### src/rtl/snn_axil_cmd_master_if.sv
// Command/response port plus AXI4-Lite master bus for snn_axil_cmd_master.
// The master modport is the initiator side; slave is the controller/slave peer side.
interface snn_axil_cmd_master_if #(
    parameter int unsigned C_M_AXI_ADDR_WIDTH = 16,
    parameter int unsigned C_M_AXI_DATA_WIDTH = 32
);
    localparam int unsigned STRB_W = C_M_AXI_DATA_WIDTH / 8;

    logic                          cmd_valid;
    logic                          cmd_ready;
    logic                          cmd_write;
    logic [C_M_AXI_ADDR_WIDTH-1:0] cmd_addr;
    logic [C_M_AXI_DATA_WIDTH-1:0] cmd_wdata;
    logic [STRB_W-1:0]             cmd_wstrb;

    logic                          rsp_valid;
    logic                          rsp_ready;
    logic                          rsp_write;
    logic [C_M_AXI_DATA_WIDTH-1:0] rsp_rdata;
    logic [1:0]                    rsp_resp;

    logic [C_M_AXI_ADDR_WIDTH-1:0] M_AXI_AWADDR;
    logic                          M_AXI_AWVALID;
    logic                          M_AXI_AWREADY;
    logic [C_M_AXI_DATA_WIDTH-1:0] M_AXI_WDATA;
    logic [STRB_W-1:0]             M_AXI_WSTRB;
    logic                          M_AXI_WVALID;
    logic                          M_AXI_WREADY;
    logic [1:0]                    M_AXI_BRESP;
    logic                          M_AXI_BVALID;
    logic                          M_AXI_BREADY;
    logic [C_M_AXI_ADDR_WIDTH-1:0] M_AXI_ARADDR;
    logic                          M_AXI_ARVALID;
    logic                          M_AXI_ARREADY;
    logic [C_M_AXI_DATA_WIDTH-1:0] M_AXI_RDATA;
    logic [1:0]                    M_AXI_RRESP;
    logic                          M_AXI_RVALID;
    logic                          M_AXI_RREADY;

    modport master (
        input  cmd_valid, cmd_write, cmd_addr, cmd_wdata, cmd_wstrb, rsp_ready,
        output cmd_ready, rsp_valid, rsp_write, rsp_rdata, rsp_resp,
        output M_AXI_AWADDR, M_AXI_AWVALID, M_AXI_WDATA, M_AXI_WSTRB, M_AXI_WVALID,
        output M_AXI_BREADY, M_AXI_ARADDR, M_AXI_ARVALID, M_AXI_RREADY,
        input  M_AXI_AWREADY, M_AXI_WREADY, M_AXI_BRESP, M_AXI_BVALID,
        input  M_AXI_ARREADY, M_AXI_RDATA, M_AXI_RRESP, M_AXI_RVALID
    );

    modport slave (
        output cmd_valid, cmd_write, cmd_addr, cmd_wdata, cmd_wstrb, rsp_ready,
        input  cmd_ready, rsp_valid, rsp_write, rsp_rdata, rsp_resp,
        input  M_AXI_AWADDR, M_AXI_AWVALID, M_AXI_WDATA, M_AXI_WSTRB, M_AXI_WVALID,
        input  M_AXI_BREADY, M_AXI_ARADDR, M_AXI_ARVALID, M_AXI_RREADY,
        output M_AXI_AWREADY, M_AXI_WREADY, M_AXI_BRESP, M_AXI_BVALID,
        output M_AXI_ARREADY, M_AXI_RDATA, M_AXI_RRESP, M_AXI_RVALID
    );
endinterface

### src/rtl/snn_axil_cmd_master.sv
// Single-outstanding AXI4-Lite initiator: turns valid/ready read/write commands
// into AXI4-Lite transactions and returns each result on a held response port.
module snn_axil_cmd_master #(
    parameter int unsigned C_M_AXI_ADDR_WIDTH = 16,
    parameter int unsigned C_M_AXI_DATA_WIDTH = 32,
    parameter int unsigned TIMEOUT_CYCLES     = 1024
) (
    input  logic                  M_AXI_ACLK,
    input  logic                  M_AXI_ARESET,
    snn_axil_cmd_master_if.master bus,
    input  logic                  timeout_clr,
    output logic                  timeout_err,
    output logic                  busy
);
    localparam int unsigned STRB_W = C_M_AXI_DATA_WIDTH / 8;
    localparam int unsigned CNT_W  = (TIMEOUT_CYCLES > 0) ? $clog2(TIMEOUT_CYCLES + 1) : 1;

    typedef enum logic [2:0] {
        S_IDLE    = 3'd0,
        S_WR_AW_W = 3'd1,
        S_WR_B    = 3'd2,
        S_RD_AR   = 3'd3,
        S_RD_R    = 3'd4,
        S_RSP     = 3'd5
    } state_t;

    state_t                        r_state, w_state_nxt;
    logic                          r_cmd_ready, r_busy;
    logic                          r_awvalid, r_wvalid, r_bready, r_arvalid, r_rready;
    logic                          w_awvalid_nxt, w_wvalid_nxt;
    logic [C_M_AXI_ADDR_WIDTH-1:0] r_awaddr, r_araddr;
    logic [C_M_AXI_DATA_WIDTH-1:0] r_wdata, r_rsp_rdata;
    logic [STRB_W-1:0]             r_wstrb;
    logic                          r_rsp_valid, r_rsp_write;
    logic [1:0]                    r_rsp_resp;
    logic                          r_timeout_err;
    logic [CNT_W-1:0]              r_wdog;
    logic                          w_accept, w_wait, w_to_set;

    assign w_accept = (r_state == S_IDLE) && r_cmd_ready && bus.cmd_valid;
    assign w_wait   = (r_state == S_WR_AW_W) || (r_state == S_WR_B) ||
                      (r_state == S_RD_AR)   || (r_state == S_RD_R);
    assign w_to_set = (TIMEOUT_CYCLES != 0) && w_wait &&
                      (r_wdog == CNT_W'(TIMEOUT_CYCLES - 1));

    always_ff @(posedge M_AXI_ACLK or posedge M_AXI_ARESET) begin
        if (M_AXI_ARESET) r_state <= S_IDLE;
        else              r_state <= w_state_nxt;
    end

    // Next state plus the AW/W valids, which drop independently on their own handshake.
    always_comb begin
        w_state_nxt   = r_state;
        w_awvalid_nxt = r_awvalid;
        w_wvalid_nxt  = r_wvalid;
        case (r_state)
            S_IDLE: begin
                if (w_accept) begin
                    if (bus.cmd_write) begin
                        w_state_nxt   = S_WR_AW_W;
                        w_awvalid_nxt = 1'b1;
                        w_wvalid_nxt  = 1'b1;
                    end else begin
                        w_state_nxt   = S_RD_AR;
                    end
                end
            end
            S_WR_AW_W: begin
                w_awvalid_nxt = r_awvalid && !bus.M_AXI_AWREADY;
                w_wvalid_nxt  = r_wvalid && !bus.M_AXI_WREADY;
                if (!w_awvalid_nxt && !w_wvalid_nxt) w_state_nxt = S_WR_B;
            end
            S_WR_B:  if (bus.M_AXI_BVALID)  w_state_nxt = S_RSP;
            S_RD_AR: if (bus.M_AXI_ARREADY) w_state_nxt = S_RD_R;
            S_RD_R:  if (bus.M_AXI_RVALID)  w_state_nxt = S_RSP;
            S_RSP:   if (bus.rsp_ready)     w_state_nxt = S_IDLE;
            default: w_state_nxt = S_IDLE;
        endcase
    end

    // Handshake outputs are registered straight from the next state.
    always_ff @(posedge M_AXI_ACLK or posedge M_AXI_ARESET) begin
        if (M_AXI_ARESET) begin
            r_cmd_ready <= 1'b0;
            r_busy      <= 1'b0;
            r_awvalid   <= 1'b0;
            r_wvalid    <= 1'b0;
            r_bready    <= 1'b0;
            r_arvalid   <= 1'b0;
            r_rready    <= 1'b0;
            r_rsp_valid <= 1'b0;
        end else begin
            r_cmd_ready <= (w_state_nxt == S_IDLE);
            r_busy      <= (w_state_nxt != S_IDLE);
            r_awvalid   <= w_awvalid_nxt;
            r_wvalid    <= w_wvalid_nxt;
            r_bready    <= (w_state_nxt == S_WR_B);
            r_arvalid   <= (w_state_nxt == S_RD_AR);
            r_rready    <= (w_state_nxt == S_RD_R);
            r_rsp_valid <= (w_state_nxt == S_RSP);
        end
    end

    always_ff @(posedge M_AXI_ACLK or posedge M_AXI_ARESET) begin
        if (M_AXI_ARESET) begin
            r_awaddr    <= '0;
            r_araddr    <= '0;
            r_wdata     <= '0;
            r_wstrb     <= '0;
            r_rsp_write <= 1'b0;
            r_rsp_rdata <= '0;
            r_rsp_resp  <= 2'b00;
        end else begin
            if (w_accept && bus.cmd_write) begin
                r_awaddr <= bus.cmd_addr;
                r_wdata  <= bus.cmd_wdata;
                r_wstrb  <= bus.cmd_wstrb;
            end
            if (w_accept && !bus.cmd_write) r_araddr <= bus.cmd_addr;
            if ((r_state == S_WR_B) && bus.M_AXI_BVALID) begin
                r_rsp_write <= 1'b1;
                r_rsp_rdata <= '0;
                r_rsp_resp  <= bus.M_AXI_BRESP;
            end
            if ((r_state == S_RD_R) && bus.M_AXI_RVALID) begin
                r_rsp_write <= 1'b0;
                r_rsp_rdata <= bus.M_AXI_RDATA;
                r_rsp_resp  <= bus.M_AXI_RRESP;
            end
        end
    end

    // Watchdog only flags a stuck slave; the transaction keeps waiting.
    always_ff @(posedge M_AXI_ACLK or posedge M_AXI_ARESET) begin
        if (M_AXI_ARESET) begin
            r_wdog        <= '0;
            r_timeout_err <= 1'b0;
        end else begin
            if (w_accept)
                r_wdog <= '0;
            else if (w_wait && (r_wdog != CNT_W'(TIMEOUT_CYCLES)))
                r_wdog <= r_wdog + 1'b1;
            if (w_to_set)         r_timeout_err <= 1'b1;
            else if (timeout_clr) r_timeout_err <= 1'b0;
        end
    end

    assign bus.cmd_ready     = r_cmd_ready;
    assign bus.rsp_valid     = r_rsp_valid;
    assign bus.rsp_write     = r_rsp_write;
    assign bus.rsp_rdata     = r_rsp_rdata;
    assign bus.rsp_resp      = r_rsp_resp;
    assign bus.M_AXI_AWADDR  = r_awaddr;
    assign bus.M_AXI_AWVALID = r_awvalid;
    assign bus.M_AXI_WDATA   = r_wdata;
    assign bus.M_AXI_WSTRB   = r_wstrb;
    assign bus.M_AXI_WVALID  = r_wvalid;
    assign bus.M_AXI_BREADY  = r_bready;
    assign bus.M_AXI_ARADDR  = r_araddr;
    assign bus.M_AXI_ARVALID = r_arvalid;
    assign bus.M_AXI_RREADY  = r_rready;
    assign timeout_err       = r_timeout_err;
    assign busy              = r_busy;
endmodule

### src/flat_wrapper.sv
// flat-port wrapper written by rule: the top's interface ports become plain ports
module snn_axil_cmd_master_flat 
#(
    parameter int unsigned C_M_AXI_ADDR_WIDTH = 16,
    parameter int unsigned C_M_AXI_DATA_WIDTH = 32,
    parameter int unsigned TIMEOUT_CYCLES     = 1024
)
  (M_AXI_ACLK, M_AXI_ARESET, timeout_clr, timeout_err, busy, bus_cmd_valid, bus_cmd_write, bus_cmd_addr, bus_cmd_wdata, bus_cmd_wstrb, bus_rsp_ready, bus_cmd_ready, bus_rsp_valid, bus_rsp_write, bus_rsp_rdata, bus_rsp_resp, bus_M_AXI_AWADDR, bus_M_AXI_AWVALID, bus_M_AXI_WDATA, bus_M_AXI_WSTRB, bus_M_AXI_WVALID, bus_M_AXI_BREADY, bus_M_AXI_ARADDR, bus_M_AXI_ARVALID, bus_M_AXI_RREADY, bus_M_AXI_AWREADY, bus_M_AXI_WREADY, bus_M_AXI_BRESP, bus_M_AXI_BVALID, bus_M_AXI_ARREADY, bus_M_AXI_RDATA, bus_M_AXI_RRESP, bus_M_AXI_RVALID);
  snn_axil_cmd_master_if #(.C_M_AXI_ADDR_WIDTH(C_M_AXI_ADDR_WIDTH), .C_M_AXI_DATA_WIDTH(C_M_AXI_DATA_WIDTH)) bus_i ();
  input  logic M_AXI_ACLK;
  input  logic M_AXI_ARESET;
  input  logic timeout_clr;
  output logic timeout_err;
  output logic busy;
  input wire logic [$bits(bus_i.cmd_valid)-1:0] bus_cmd_valid;
  input wire logic [$bits(bus_i.cmd_write)-1:0] bus_cmd_write;
  input wire logic [$bits(bus_i.cmd_addr)-1:0] bus_cmd_addr;
  input wire logic [$bits(bus_i.cmd_wdata)-1:0] bus_cmd_wdata;
  input wire logic [$bits(bus_i.cmd_wstrb)-1:0] bus_cmd_wstrb;
  input wire logic [$bits(bus_i.rsp_ready)-1:0] bus_rsp_ready;
  output wire logic [$bits(bus_i.cmd_ready)-1:0] bus_cmd_ready;
  output wire logic [$bits(bus_i.rsp_valid)-1:0] bus_rsp_valid;
  output wire logic [$bits(bus_i.rsp_write)-1:0] bus_rsp_write;
  output wire logic [$bits(bus_i.rsp_rdata)-1:0] bus_rsp_rdata;
  output wire logic [$bits(bus_i.rsp_resp)-1:0] bus_rsp_resp;
  output wire logic [$bits(bus_i.M_AXI_AWADDR)-1:0] bus_M_AXI_AWADDR;
  output wire logic [$bits(bus_i.M_AXI_AWVALID)-1:0] bus_M_AXI_AWVALID;
  output wire logic [$bits(bus_i.M_AXI_WDATA)-1:0] bus_M_AXI_WDATA;
  output wire logic [$bits(bus_i.M_AXI_WSTRB)-1:0] bus_M_AXI_WSTRB;
  output wire logic [$bits(bus_i.M_AXI_WVALID)-1:0] bus_M_AXI_WVALID;
  output wire logic [$bits(bus_i.M_AXI_BREADY)-1:0] bus_M_AXI_BREADY;
  output wire logic [$bits(bus_i.M_AXI_ARADDR)-1:0] bus_M_AXI_ARADDR;
  output wire logic [$bits(bus_i.M_AXI_ARVALID)-1:0] bus_M_AXI_ARVALID;
  output wire logic [$bits(bus_i.M_AXI_RREADY)-1:0] bus_M_AXI_RREADY;
  input wire logic [$bits(bus_i.M_AXI_AWREADY)-1:0] bus_M_AXI_AWREADY;
  input wire logic [$bits(bus_i.M_AXI_WREADY)-1:0] bus_M_AXI_WREADY;
  input wire logic [$bits(bus_i.M_AXI_BRESP)-1:0] bus_M_AXI_BRESP;
  input wire logic [$bits(bus_i.M_AXI_BVALID)-1:0] bus_M_AXI_BVALID;
  input wire logic [$bits(bus_i.M_AXI_ARREADY)-1:0] bus_M_AXI_ARREADY;
  input wire logic [$bits(bus_i.M_AXI_RDATA)-1:0] bus_M_AXI_RDATA;
  input wire logic [$bits(bus_i.M_AXI_RRESP)-1:0] bus_M_AXI_RRESP;
  input wire logic [$bits(bus_i.M_AXI_RVALID)-1:0] bus_M_AXI_RVALID;
  assign bus_i.cmd_valid = bus_cmd_valid;
  assign bus_i.cmd_write = bus_cmd_write;
  assign bus_i.cmd_addr = bus_cmd_addr;
  assign bus_i.cmd_wdata = bus_cmd_wdata;
  assign bus_i.cmd_wstrb = bus_cmd_wstrb;
  assign bus_i.rsp_ready = bus_rsp_ready;
  assign bus_cmd_ready = bus_i.cmd_ready;
  assign bus_rsp_valid = bus_i.rsp_valid;
  assign bus_rsp_write = bus_i.rsp_write;
  assign bus_rsp_rdata = bus_i.rsp_rdata;
  assign bus_rsp_resp = bus_i.rsp_resp;
  assign bus_M_AXI_AWADDR = bus_i.M_AXI_AWADDR;
  assign bus_M_AXI_AWVALID = bus_i.M_AXI_AWVALID;
  assign bus_M_AXI_WDATA = bus_i.M_AXI_WDATA;
  assign bus_M_AXI_WSTRB = bus_i.M_AXI_WSTRB;
  assign bus_M_AXI_WVALID = bus_i.M_AXI_WVALID;
  assign bus_M_AXI_BREADY = bus_i.M_AXI_BREADY;
  assign bus_M_AXI_ARADDR = bus_i.M_AXI_ARADDR;
  assign bus_M_AXI_ARVALID = bus_i.M_AXI_ARVALID;
  assign bus_M_AXI_RREADY = bus_i.M_AXI_RREADY;
  assign bus_i.M_AXI_AWREADY = bus_M_AXI_AWREADY;
  assign bus_i.M_AXI_WREADY = bus_M_AXI_WREADY;
  assign bus_i.M_AXI_BRESP = bus_M_AXI_BRESP;
  assign bus_i.M_AXI_BVALID = bus_M_AXI_BVALID;
  assign bus_i.M_AXI_ARREADY = bus_M_AXI_ARREADY;
  assign bus_i.M_AXI_RDATA = bus_M_AXI_RDATA;
  assign bus_i.M_AXI_RRESP = bus_M_AXI_RRESP;
  assign bus_i.M_AXI_RVALID = bus_M_AXI_RVALID;
  snn_axil_cmd_master #(.C_M_AXI_ADDR_WIDTH(C_M_AXI_ADDR_WIDTH), .C_M_AXI_DATA_WIDTH(C_M_AXI_DATA_WIDTH), .TIMEOUT_CYCLES(TIMEOUT_CYCLES)) u_core (.M_AXI_ACLK(M_AXI_ACLK), .M_AXI_ARESET(M_AXI_ARESET), .bus(bus_i), .timeout_clr(timeout_clr), .timeout_err(timeout_err), .busy(busy));
endmodule
### config.mk
export PLATFORM = sky130hd
export DESIGN_NAME = snn_axil_cmd_master_flat
export DESIGN_NICKNAME = d
export VERILOG_FILES = /design/src/rtl/snn_axil_cmd_master_if.sv /design/src/rtl/snn_axil_cmd_master.sv /design/src/flat_wrapper.sv
export SDC_FILE = /design/constraint.sdc
export NUM_CORES = 1
export LEC_CHECK = 0
export ABC_AREA = 1
export CORE_ASPECT_RATIO = 1.25
export CORE_MARGIN = 2
export CORE_UTILIZATION = 30
export DETAILED_ROUTE_END_ITERATION = 8
export HOLD_SLACK_MARGIN = 0.08
export MAX_ROUTING_LAYER = met4
export PLACE_DENSITY = 0.57
export SYNTH_ARGS = -nofsm -noshare
export SYNTH_HDL_FRONTEND = slang
export SYNTH_SLANG_ARGS = --single-unit
### constraint.sdc
create_clock -name M_AXI_ACLK -period 5.1 [get_ports M_AXI_ACLK]
set_input_delay 0.51 -clock M_AXI_ACLK [delete_from_list [all_inputs] [get_ports M_AXI_ACLK]]
set_output_delay 0.51 -clock M_AXI_ACLK [all_outputs]
set_load 0.005 [all_outputs]
==> impl_metrics.ini, run 1 <==
[worst_setup_path]
max_stage_delay_ns = 0.89
timing.rr.end = u_core.bus.rsp_resp[1]
cp_cell_sequence = nand3_1 > buf_4 > clkinv_1 > o21ai_0 > o21ai_0
start_kind = flip-flop
rr_startpoint = u_core.r_state[2]
cp_top_family = buffers and inverters
criticalPathCategory = flip-flop to flip-flop
cp.buffers_inverters = 2
rr_worst_depth = 5
crit_path_end_kind = flip-flop
crit_fanout = 39
critPathSlowestCell = clkinv_1
crit_required_ns = 5.39
crit_path_frequent_cell = o21ai_0
rrSetupSlack_ns = 2.50
cp_data_arrival_time_ns = 2.89

[sta]
finalCritPeriodShare_pct = 51.0
layout_min_cycle_time_ns = 2.60
finalHoldViolCount = 0
fmax_mhz = 385
worst_slack_ns = 2.50
rsz0062_at_grt = no
setup_tns_ns = 0
worst_pin_slew_ns = 0.981
relSlewSlack_pct = 34.2
finalMaxSlewViolations = 0
hold_slack_ns = 0.465
setup_viol = 0
skew_ns = 0.00690

[min_path]
whs_endpoint = u_core.bus.M_AXI_WDATA[0]
hold_class = flip-flop to flip-flop
hold_start = u_core.bus.M_AXI_WDATA[0]
whs_path_depth = 2

[logic_synthesis]
ys_seq_area_share_pct = 57.9
synthSimpleGateAreaFrac_pct = 33.4
synth_nets = 736
synth_xor_area_share_pct = 0.482
synth_area_per_cell_um2 = 8.58
ys_warn_count = 0
synth_area_um2 = 5450
synthMuxAreaShare_pct = 0
synth_cell_types = 25
synth_compound_area_share_pct = 1.47
synthAdderAreaFrac_pct = 0.459
synth_top_family_by_area = simple AND/OR/NAND/NOR gates
synthCells = 635
synth-seq-cells = 126

[cts]
cts.repair.resized = 0
numCtsBuffers = 17
cts_tree = built
cts-root-buf = clkbuf_16
clkTransAtPathRegs_ns = 0.06
clk_path_buf_depth = 2
cts_hold_buf = 0
htreeDepth = 4
clkSinkCount = 126
cts_setup_buffers = 0
clock_latency_ns = 0.41

[final_layout]
drive_above_1_share_pct = 6.36
synthToLayoutAreaGrowth_pct = 51.1
nFillCells = 1739
fin_nets = 937
diodes = 0

[power_and_ir_drop]
leakage_nw = 4.05
power_density_nw_per_um2 = 566
ir_drop_mv = 0.213

[floorplan]
coreArea_um2 = 18000
initial_utilization_pct = 30.3
num_io_pins = 211
die_width_um = 125
dieArea_um2 = 19300
num_rows = 55
die_h_um = 155

[global_routing]
globalRouteOverflowTotal = 0
antenna_found_initial = 0
grt_pass1_vias = 4746
grt_max_degree = 55
grt.total_usage_pct = 17.0
grt_pass1_wl_um = 25200

[routing]
drc = 0
antenna_left = 0
vias_per_cell = 4.51
drt_first_iter_violations = 213
drt_first_pass_iters = 4
wl_per_cell_um = 14.7
vias = 4861
drt_wl_total_um = 15800

[placement]
place_ws_ns = 2.06
dp_hpwl_um = 11000
gp_congestion = 0.768
portBuffers = 210

[flow_run]
max-cap-violations = 0

[status]
run_status = completed
-- tightest hold or removal path, stage by stage (launching register included) --
cell and delay, ns:
dfrtp_1 0.33, nand2_1 0.05, nand2_1 0.04
-- routing by layer --
layer / part of all wire, % / vias up / global-route usage (%)
met2: 51 / 149 / 27.9
met1: 41 / 2278 / 20.6
met4: 1.6 / 0 / 5.78
met3: 5.9 / 17 / 4.01
li1: - / 2417 / -
met5: 0 / - / -
-- state kept, by name, summed over array words and instances (netlist names) --
name                      count
u_core.bus.M_AXI_WDATA       32
u_core.bus.rsp_rdata         32
u_core.bus.M_AXI_ARADDR      16
u_core.bus.M_AXI_AWADDR      16
u_core.r_wdog                11
u_core.bus.M_AXI_WSTRB        4
u_core.r_state                3
u_core.bus.rsp_resp           2
u_core.bus.M_AXI_ARVALID      1
u_core.bus.M_AXI_AWVALID      1
u_core.bus.M_AXI_BREADY       1
u_core.bus.M_AXI_RREADY       1
u_core.bus.M_AXI_WVALID       1
u_core.bus.cmd_ready          1
u_core.bus.rsp_valid          1
u_core.bus.rsp_write          1
u_core.busy                   1
u_core.timeout_err            1
-- cell type report --
type | instances | area (µm²) | area share, %
flip-flops and latches | 126 | 3150 | 38.3
clock inverters | 14 | 156 | 1.90
multi-input cells | 448 | 1950 | 23.7
inverters | 27 | 104 | 1.26
well taps | 228 | 285 | 3.46
repair buffers | 216 | 2140 | 26.0
clock buffers | 18 | 439 | 5.33
-- worst max-delay path by stage --
stage                            startpoint                          to  slack, ns  depth (start not counted)
after CTS                 u_core.r_state[2]      u_core.bus.rsp_resp[1]       2.41                          5
final                     u_core.r_state[2]      u_core.bus.rsp_resp[1]       2.50                          5
after global routing      u_core.r_state[2]      u_core.bus.rsp_resp[1]       2.24                          5
after floorplan                M_AXI_ARESET  u_core.bus.M_AXI_ARADDR[0]       1.23                          1
after global placement     bus_M_AXI_RVALID      u_core.bus.rsp_resp[1]       2.02                          6
after detailed placement   bus_M_AXI_RVALID      u_core.bus.rsp_resp[1]       2.06                          6
-- synth_stat cells --
cell	instances	area [µm²]
nand2_1	274	1030
nor2_2	2	12.5
nor3_1	2	10.0
buf_2	13	65.1
inv_1	23	86.3
a21o_1	1	7.51
ha_1	2	25.0
nand2_4	2	22.5
o21bai_1	1	7.51
nand3_1	103	515
buf_4	6	45.0
dfrtp_1	126	3150
nand2_2	3	18.8
nor2_4	2	22.5
buf_6	10	113
or2_2	1	6.26
a21oi_1	2	10.0
o21ai_0	11	55.1
xor2_1	3	26.3
nor2_1	27	101
nor3_4	1	16.3
inv_2	3	11.3
clkinv_1	1	3.75
nand4_1	11	68.8
clkbuf_1	5	18.8
-- power by group --
group,internal (mW),switching [mW],leakage [nW],total (mW)
Sequential,1.42,0.249,1.61,1.67
Combinational,0.979,0.792,2.16,1.77
Clock,0.741,0.481,0.286,1.22
-- cells in the final DEF, fill, tap and decap left out --
cell type | synthesis | routed
nand3_1 | 103 | 103
clkinv_2 | 0 | 2
nor2_2 | 2 | 2
nor2_4 | 2 | 2
nand2_4 | 2 | 2
inv_2 | 3 | 3
inv_1 | 23 | 22
ha_1 | 2 | 2
nor2_1 | 27 | 27
inv_6 | 0 | 4
a21oi_1 | 2 | 2
o21bai_1 | 1 | 1
clkbuf_8 | 0 | 1
bufinv_16 | 0 | 2
inv_4 | 0 | 1
clkinv_1 | 1 | 1
o21ai_0 | 11 | 11
a21o_1 | 1 | 1
nand2_1 | 274 | 274
nand2_2 | 3 | 3
nand4_1 | 11 | 11
buf_2 | 13 | 1
buf_4 | 6 | 6
inv_8 | 0 | 1
clkdlybuf4s50_1 | 0 | 209
nor3_1 | 2 | 2
clkinvlp_4 | 0 | 3
or2_2 | 1 | 1
dfrtp_1 | 126 | 126
clkinv_4 | 0 | 2
xor2_1 | 3 | 3
clkbuf_16 | 0 | 17
nor3_4 | 1 | 1
-- kinds of logic (layout without fill, tap and decap cells) --
logic type	Yosys count	after routing
simple gates	428	428
flops	126	126
buf+inv	61	275
compound gates	15	15
xor+xnor	3	3
fa+ha+maj	2	2
-- through the flow --
| stage | cells | utilization [%] | cell area, µm² | total power [mW] |
|---|---|---|---|---|
| final | 1077 | 45.8 | 8230 | 4.66 |
| after floorplan | 635 | - | 5450 | 2.42 |
| after CTS | 1077 | 45.8 | 8230 | 4.74 |
| after global placement | 1045 | 42.5 | 7640 | 3.47 |
| after detailed placement | 1045 | 42.5 | 7640 | 3.49 |
| after global routing | 1077 | 45.8 | 8230 | 4.99 |
Note: power is estimated with default switching activity, not from simulation.
==> run 2: changes to the inputs <==
- clock period: 5.1 -> 2.65 ns (I/O delays scaled with it)
==> run 2 against run 1 <==
  * Routed wire length up 1.4%
  * Worst setup slack worse by 1.7 ns
  * Sequential power up 93%
  * Final cell count up 0.37%
  * Maximum frequency up 42%
  * Utilization up 0.33 points
  * Combinational power up 93%
==> impl_metrics.ini, run 2 (synthesis gave the netlist of run 1 again) <==
[status]
run_status = completed

[routing]
drt_first_iter_violations = 228
wl_met1_um = 6810
highest_layer = met4
antenna_left = 0
drt_first_pass_iters = 4
wl_met3_um = 905
drc = 0
vias = 4844
wl_met2_um = 8160
wl_per_cell_um = 14.8
vias_per_cell = 4.48
drt_wl_total_um = 16000

[cts]
numCtsBuffers = 17
clkSinkCount = 126
cts_tree = built
cts_hold_buf = 0
clkTransAtPathRegs_ns = 0.06
cts-root-buf = clkbuf_16
clock_latency_ns = 0.42
cts_setup_buffers = 0
clk_path_buf_depth = 2
cts.repair.resized = 0
htreeDepth = 4

[global_routing]
grt_pass1_wl_um = 25900
antenna_found_initial = 0
grt_max_degree = 55
grt.total_usage_pct = 17.3
globalRouteOverflowTotal = 0
grt_pass1_vias = 4879

[sta]
relSlewSlack_pct = 59.3
rsz0062_at_grt = no
worst_slack_ns = 0.818
skew_ns = 0.00904
finalCritPeriodShare_pct = 69.1
finalMaxSlewViolations = 0
fmax_mhz = 546
layout_min_cycle_time_ns = 1.83
finalHoldViolCount = 0
setup_viol = 0
setup_tns_ns = 0
worst_pin_slew_ns = 0.610

[flow_run]
max-cap-violations = 0

[worst_setup_path]
crit_fanout = 54
crit_required_ns = 2.94
start_kind = flip-flop
cp_data_arrival_time_ns = 2.13
rr_worst_depth = 7
criticalPathCategory = flip-flop to flip-flop
timing.rr.end = u_core.r_wdog[10]
max_stage_delay_ns = 0.54
cp_cell_sequence = inv_1 > nand2_1 > nor3_4 > buf_4 > nor2_4 > nand2_1 > nand2_1
rr_startpoint = u_core.r_state[0]
crit_path_frequent_cell = nand2_1
rrSetupSlack_ns = 0.82
critPathSlowestCell = buf_4
crit_path_end_kind = flip-flop

[power_and_ir_drop]
leakage_nw = 4.08
pwr-share-seq_pct = 35.8
power_density_nw_per_um2 = 1090
p_sw_mw = 2.91
clkPwrFrac_pct = 26.3
ir_drop_mv = 0.431
switching_share_pct = 32.3
intPower_mw = 6.10
p_comb_share_pct = 37.9

[final_layout]
mostFrequentLayoutCells = nand2_1 (274), clkdlybuf4s50_1 (209), dfrtp_1 (126)
diodes = 0
drive_above_1_share_pct = 6.68
final_common_cell = nand2_1
fin_nets = 941
synthToLayoutAreaGrowth_pct = 52.2
nFillCells = 1776

[floorplan]
die_width_um = 125
coreArea_um2 = 18000
num_io_pins = 211
die_h_um = 155
initial_utilization_pct = 30.3
dieArea_um2 = 19300
num_rows = 55

[placement]
dp_hpwl_um = 11300
gp_congestion = 0.786
place_ws_ns = 0.520
portBuffers = 210

[min_path]
hold_class = primary input to asynchronous set/reset pin
==> run 2: changes by cell type in the layout (fill, tap and decap cells not counted) <==
| cell | before | now |
|---|---|---|
| clkbuf_8 | 1 | 3 |
| inv_8 | 1 | 0 |
| inv_4 | 1 | 0 |
| buf_12 | 0 | 2 |
| buf_4 | 6 | 8 |
| clkbuf_1 | 0 | 1 |
| inv_6 | 4 | 3 |
==> run 2: critical path: cells and delay by family (launching register included) <==
family / cells / cell delay (ns)
simple gates: 5 / 0.61
buf+inv: 2 / 0.64
flops: 1 / 0.42
==> run 2: power by group through the flow <==
stage / Sequential [mW] / Clock (mW) / Combinational, mW
finish: 3.23 / 2.37 / 3.42
global route: 3.34 / 2.49 / 3.80
CTS: 3.24 / 2.41 / 3.48
detailed placement: 3.25 / 0 / 3.47
global placement: 3.24 / 0 / 3.45
floorplan: 3.25 / 0 / 1.41
==> run 2: per-stage QoR <==
stage               power (mW)  utilization [%]  area, µm²  hold WS [ns]  std cells
floorplan                 4.67                -       5450         0.372        635
global placement          6.68             42.8       7690         0.453       1049
detailed placement        6.72             42.8       7690         0.457       1049
CTS                       9.13             46.2       8290         0.256       1081
global route              9.63             46.2       8290         0.308       1081
finish                    9.02             46.2       8290         0.254       1081
==> run 2: cell type report <==
cell class | instances | area, µm² | area share [%]
clock buffer | 21 | 470 | 5.67
clock inverter | 11 | 129 | 1.55
inverter | 27 | 105 | 1.27
multi-input combinational | 448 | 1950 | 23.6
sequential | 126 | 3150 | 38.0
tap | 228 | 285 | 3.44
timing repair buffer | 220 | 2200 | 26.5
==> run 2: how the worst max path moves through the flow <==
stage | from | to | cells after the start
floorplan | M_AXI_ARESET | u_core.bus.M_AXI_ARADDR[0] | 1
global route | u_core.r_state[2] | u_core.busy | 7
CTS | u_core.r_state[0] | u_core.r_wdog[10] | 7
global placement | bus_cmd_valid | u_core.r_wdog[8] | 7
finish | u_core.r_state[0] | u_core.r_wdog[10] | 7
detailed placement | bus_cmd_valid | u_core.r_wdog[10] | 7
==> run 2: metal layers <==
| metal | up-vias | global-route usage, % |
|---|---|---|
| li1 | 2424 | - |
| met1 | 2278 | 20.6 |
| met2 | 131 | 28.7 |
| met3 | 11 | 4.77 |
| met4 | 0 | 5.24 |
| met5 | - | - |
